===== config.mk =====
export PLATFORM = sky130hd
export DESIGN_NAME = branch_predict_unit
export DESIGN_NICKNAME = d
export VERILOG_FILES = /design/src/rtl/branch_predict_unit.sv
export SDC_FILE = /design/constraint.sdc
export NUM_CORES = 2
export LEC_CHECK = 0
export BUFFER_PORTS_ARGS = -buffer_cell sky130_fd_sc_hd__buf_4
export CELL_PAD_IN_SITES_DETAIL_PLACEMENT = 1
export CELL_PAD_IN_SITES_GLOBAL_PLACEMENT = 1
export CORE_MARGIN = 2
export CORE_UTILIZATION = 26
export DETAILED_ROUTE_END_ITERATION = 8
export PLACE_DENSITY = 0.43
export SYNTH_ARGS = -nofsm -noshare
export SYNTH_HDL_FRONTEND = slang
export SYNTH_SLANG_ARGS = --single-unit
export TNS_END_PERCENT = 1

===== constraint.sdc =====
create_clock -name clk -period 29.8 [get_ports clk]
set_input_delay 4.47 -clock clk [delete_from_list [all_inputs] [get_ports clk]]
set_output_delay 4.47 -clock clk [all_outputs]
set_load 0.005 [all_outputs]

===== src/rtl/branch_predict_unit.sv =====
// Dynamic branch predictor for the 5-stage RV32 pipeline.
// A direct-mapped BTB with 2-bit saturating counters is looked up at Fetch.
// The prediction rides the F/D and D/E registers and is checked against the
// Execute-stage resolution, which raises a redirect and trains the table.
module branch_predict_unit #(
  parameter int INDEX_BITS = 6,
  parameter int TAG_BITS   = 30 - INDEX_BITS
) (
  input  logic        clk,
  input  logic        reset,
  input  logic [31:0] PCF,
  input  logic        StallD,
  input  logic        FlushD,
  input  logic        FlushE,
  input  logic        BranchE,
  input  logic        JumpE,
  input  logic        PCSrcE,
  input  logic [31:0] PCE,
  input  logic [31:0] PCTargetE,
  output logic        PredTakenF,
  output logic [31:0] PredTargetF,
  output logic        MispredictE,
  output logic [31:0] RedirectPCE,
  output logic [31:0] BranchCount,
  output logic [31:0] MispredictCount
);

  localparam int ENTRIES = 1 << INDEX_BITS;

  // BTB storage: valid bits and counters are reset, tags and targets are not.
  logic [ENTRIES-1:0]       r_valid;
  logic [ENTRIES-1:0][1:0]  r_ctr;
  logic [TAG_BITS-1:0]      r_tag    [ENTRIES];
  logic [31:0]              r_target [ENTRIES];

  // Pipeline copies of the prediction.
  logic        r_pred_taken_d;
  logic [31:0] r_pred_target_d;
  logic        r_pred_taken_e;
  logic [31:0] r_pred_target_e;

  logic [31:0] r_branch_count;
  logic [31:0] r_mispredict_count;

  // Fetch-side lookup signals.
  logic [INDEX_BITS-1:0] w_idx_f;
  logic [TAG_BITS-1:0]   w_tag_f;
  logic                  w_hit_f;
  logic                  w_unused_pcf_lsbs;

  // Execute-side resolve/update signals.
  logic [INDEX_BITS-1:0] w_idx_e;
  logic [TAG_BITS-1:0]   w_tag_e;
  logic                  w_hit_e;
  logic                  w_resolving;
  logic                  w_mispredict;
  logic [1:0]            w_ctr_e;
  logic [1:0]            w_ctr_next;

  assign w_idx_f           = PCF[INDEX_BITS+1:2];
  assign w_tag_f           = PCF[31:INDEX_BITS+2];
  assign w_unused_pcf_lsbs = ^PCF[1:0];
  assign w_hit_f           = r_valid[w_idx_f] && (r_tag[w_idx_f] == w_tag_f);

  assign PredTakenF  = w_hit_f & r_ctr[w_idx_f][1];
  assign PredTargetF = w_hit_f ? r_target[w_idx_f] : 32'd0;

  assign w_idx_e     = PCE[INDEX_BITS+1:2];
  assign w_tag_e     = PCE[31:INDEX_BITS+2];
  assign w_hit_e     = r_valid[w_idx_e] && (r_tag[w_idx_e] == w_tag_e);
  assign w_ctr_e     = r_ctr[w_idx_e];
  assign w_resolving = BranchE | JumpE;

  assign w_mispredict = w_resolving &
                        ((r_pred_taken_e != PCSrcE) |
                         (PCSrcE & (r_pred_target_e != PCTargetE)));

  // The redirect is suppressed while reset is held so no stale request escapes.
  assign MispredictE     = w_mispredict & ~reset;
  assign RedirectPCE     = PCSrcE ? PCTargetE : (PCE + 32'd4);
  assign BranchCount     = r_branch_count;
  assign MispredictCount = r_mispredict_count;

  // Saturating counter step for the entry being trained.
  always_comb begin
    // NOTE: a default on every always_comb output keeps synthesis from inferring latches.
    w_ctr_next = w_ctr_e;
    if (PCSrcE) begin
      if (w_ctr_e != 2'b11) w_ctr_next = w_ctr_e + 2'b01;
    end else begin
      if (w_ctr_e != 2'b00) w_ctr_next = w_ctr_e - 2'b01;
    end
  end

  // Valid bits and counters: allocate on a taken miss, train on a hit.
  always_ff @(posedge clk or posedge reset) begin
    if (reset) begin
      // NOTE: sequential state uses non-blocking assignment so every flop samples pre-edge values.
      r_valid <= '0;
      r_ctr   <= '0;
    end else if (w_resolving) begin
      if (w_hit_e) begin
        r_ctr[w_idx_e] <= w_ctr_next;
      end else if (PCSrcE) begin
        r_valid[w_idx_e] <= 1'b1;
        r_ctr[w_idx_e]   <= 2'b10;
      end
    end
  end

  // Tag and target payload, written on every taken resolve (hit or allocate).
  always_ff @(posedge clk) begin
    // NOTE: the payload arrays have no reset; the cleared valid bit masks them, which keeps them plain RAM.
    if (w_resolving && PCSrcE) begin
      r_tag[w_idx_e]    <= w_tag_e;
      r_target[w_idx_e] <= PCTargetE;
    end
  end

  // F/D prediction register: flush beats stall, stall beats load.
  always_ff @(posedge clk or posedge reset) begin
    if (reset) begin
      r_pred_taken_d  <= 1'b0;
      r_pred_target_d <= 32'd0;
    end else if (FlushD) begin
      r_pred_taken_d  <= 1'b0;
      r_pred_target_d <= 32'd0;
    end else if (!StallD) begin
      r_pred_taken_d  <= PredTakenF;
      r_pred_target_d <= PredTargetF;
    end
  end

  // D/E prediction register: only a flush interrupts the load.
  always_ff @(posedge clk or posedge reset) begin
    if (reset) begin
      r_pred_taken_e  <= 1'b0;
      r_pred_target_e <= 32'd0;
    end else if (FlushE) begin
      r_pred_taken_e  <= 1'b0;
      r_pred_target_e <= 32'd0;
    end else begin
      r_pred_taken_e  <= r_pred_taken_d;
      r_pred_target_e <= r_pred_target_d;
    end
  end

  // Statistics: resolved control transfers and mispredicts, wrapping at 2^32.
  always_ff @(posedge clk or posedge reset) begin
    if (reset) begin
      r_branch_count     <= 32'd0;
      r_mispredict_count <= 32'd0;
    end else if (w_resolving) begin
      r_branch_count <= r_branch_count + 32'd1;
      if (w_mispredict) r_mispredict_count <= r_mispredict_count + 32'd1;
    end
  end

endmodule


==> metrics <==
status finished, violations left; violated checks capacitance limit, slew limit; Reg2Reg Depth 13; Min-Delay Path Depth 1; pin slew with the least headroom to its limit 1.59 ns; Syn Inst Count 8265; CTS Buf Count 450; Final Cycle Share 57.7%; flops & latches, synth 3906; Post-CTS Resized 0; placed insts 16674; CTS tree yes; Slew Viols, Final 4; Worst setup endpoint PredTakenF; FF/Latch Area 116000 um2; Reg2Reg Setup Slack 24.34 ns; Die ar. 646000 um2; TritonCTS sink count 3906; Post-CTS Setup Repair Bufs 0; drt drc 0; Die Y 804 um; kind of critical path input port to output pin; total power 12.6 mW; Multi-input gate area 48400 um2; nets@finish 8827; post-synthesis cell area 166000 um2; Power Density 64.7 nW/um2; ys async rst share 8.24%; RD Place Congestion 0.793; setup TNS 0 ns; Max Freq 58.1 MHz; filler instances 63640; pre-CTS WS 12.62 ns; DRT antenna net count 0; core area 637000 um2; # setup viols final 0; VDD IR max 0.0585 mV; Worst-Skew Late Latency 1.06 ns; layout cells sized above 1 31.2%; remaining global-route overflow 0; R2R Path End r_ctr[86]; Data required, critical path 25.33 ns; Min-Delay Startpoint BranchCount[31]; Starting Density 26.1%; R2R Path Start r_tag[40][4]; final setup margin 12.60 ns; CTS H-tree depth 5; Mapped Nets 8372; Clock transition at path regs 0.06 ns; number of flops mapped to enable cells by yosys 3584; Cell Count, Final, Fillers Out 17536; Die W 804 um; mean routed wirelength per cell 40.1 um; routed via count 94243; Vias/cell 5.37; Hold WC Path Type flop to flop; hold slack final 0.469 ns; Yosys cell types 73; Synth Flop Type edfxtp_1; Final Routed Wirelength 704000 um; CP Capture Type output pin; CTS Hold Buffers Added 0; Critical Path AT 12.73 ns; Max Cap Viol 2; CP startpoint PCF[2]; Ys Warns 0; Final min period 17.20 ns; largest net degree at the start of global routing 134; gr usage total 21.2%; root buffer cell clkbuf_16; Post-DP HPWL 403000 um; vias in the first global route 98172; initial antenna violation count 69; initial DRC count 10988; Ports 234; Max Buffers Root-to-Sink 4; # port buffers 231; sequential area share after synthesis 69.6%; max_slew headroom -7.10%; CP max FO 65; First-pass DRT Iterations 6; syn avg cell area 20.1 um2; skew final 0.0869 ns; LEAKAGE 62.3 nW; global-route wire length before repair 935000 um; synthesis-to-layout area growth 16.6%; Final Hold Fails 0; placement row count 293; CP Launch Type input port; RSZ-0062 raised after global routing false
[cells in the mapped netlist, types with 65 or more instances]
library cell / n / area [um2]
mux2_2: 152 / 1710
a22oi_1: 149 / 1120
mux2i_1: 344 / 3440
buf_1: 86 / 323
o21ai_0: 161 / 806
dfrtp_1: 322 / 8060
xor2_1: 65 / 569
nand3_1: 80 / 400
mux4_2: 1337 / 30100
nor2b_1: 78 / 488
nor3_1: 88 / 440
buf_2: 184 / 921
a21oi_1: 87 / 435
nand2_1: 202 / 758
xnor2_1: 101 / 885
nor2_1: 151 / 567
edfxtp_1: 3584 / 108000
clkbuf_1: 254 / 953
mux2_1: 67 / 754
a31oi_1: 78 / 488
a22o_1: 79 / 692
o22ai_1: 97 / 607
a21o_1: 72 / 541
[worst min-delay path by stage]
| stage | endpoint | slack [ns] |
|---|---|---|
| 2_1_floorplan | r_valid[54] | 0.44 |
| 3_3_place_gp | r_valid[62] | 0.45 |
| 3_5_place_dp | BranchCount[31] | 0.46 |
| 4_1_cts | MispredictCount[31] | 0.48 |
| 5_1_grt | MispredictCount[31] | 0.49 |
| 6_report | BranchCount[31] | 0.47 |
[logic make-up after synthesis]
kind of cell | after synthesis | share of synthesized area (%)
compound gates | 914 | 3.84
xor+xnor | 166 | 0.874
fa+ha+maj | 3 | 0.0226
buf+inv | 605 | 1.71
flops | 3906 | 69.6
mux | 1900 | 21.7
simple gates | 771 | 2.32
[state kept, by name, indices dropped and copies added (netlist names)]
name and count:
r_target 2048, r_tag 1536, r_ctr 128, r_valid 64, BranchCount 32, MispredictCount 32, r_pred_target_d 32, r_pred_target_e 32
r_pred_taken_d 1, r_pred_taken_e 1
[layout by cell type, fill, tap and decap left out, types with 65 or more instances in the layout]
cell type,count
a22o_1,79
mux2_2,152
o21ai_0,160
mux4_2,1337
edfxtp_1,3584
a21oi_1,83
a21o_1,72
nand2_1,201
clkbuf_1,115
nor3_1,84
nor2b_1,72
clkinv_2,83
clkinv_1,91
xor2_1,65
buf_4,566
dfrtp_1,322
mux2_1,67
clkbuf_16,459
mux2i_1,344
xnor2_1,100
a31oi_1,78
o22ai_1,97
nor2_4,67
nor2_1,81
nand3_1,79
a22oi_1,149
[per-layer routing]
metal | up-vias | track usage [%] | routed length (um)
li1 | 36024 | - | -
met2 | 3587 | 34.7 | 335000
met5 | - | 0 | 136
met3 | 933 | 3.32 | 40400
met4 | 14 | 6.50 | 23600
met1 | 53685 | 29.2 | 305000
[worst max-delay path: stages]
cell and delay (ns):
buf_16 0.28, buf_4 0.76, buf_4 0.92, buf_4 0.80, mux4_2 0.60, mux4_2 0.52, mux4_2 0.51, xnor2_1 0.20
nand4_1 0.29, nor3_2 0.74, nand4_1 0.18, buf_4 0.29, buf_4 0.36, nor2b_1 0.73, buf_4 0.29, buf_4 0.12
[stage by stage]
step                      utilization [%]  instance area, um2
after floorplan                         -              166000
after global placement               28.2              179000
after detailed placement             28.2              179000
after CTS                            30.4              194000
after global routing                 30.4              194000
final                                30.4              194000
[cell type report]
cell class	instances	share of cell area, %
repair buffers	594	2.46
well taps	8407	5.43
clock buffers	588	6.25
clock inverters	241	1.15
inverters	14	0.0348
multi-input cells	3754	25.0
diodes	32	0.0413
flip-flops and latches	3906	59.7
[where the power goes]
group	internal [mW]	total [mW]	switching, mW
registers	6.05	6.10	0.0498
clock network	3.15	5.50	2.35
logic	0.359	0.953	0.594
total	9.56	12.6	3.00
Power figures use the tool's default switching activity.
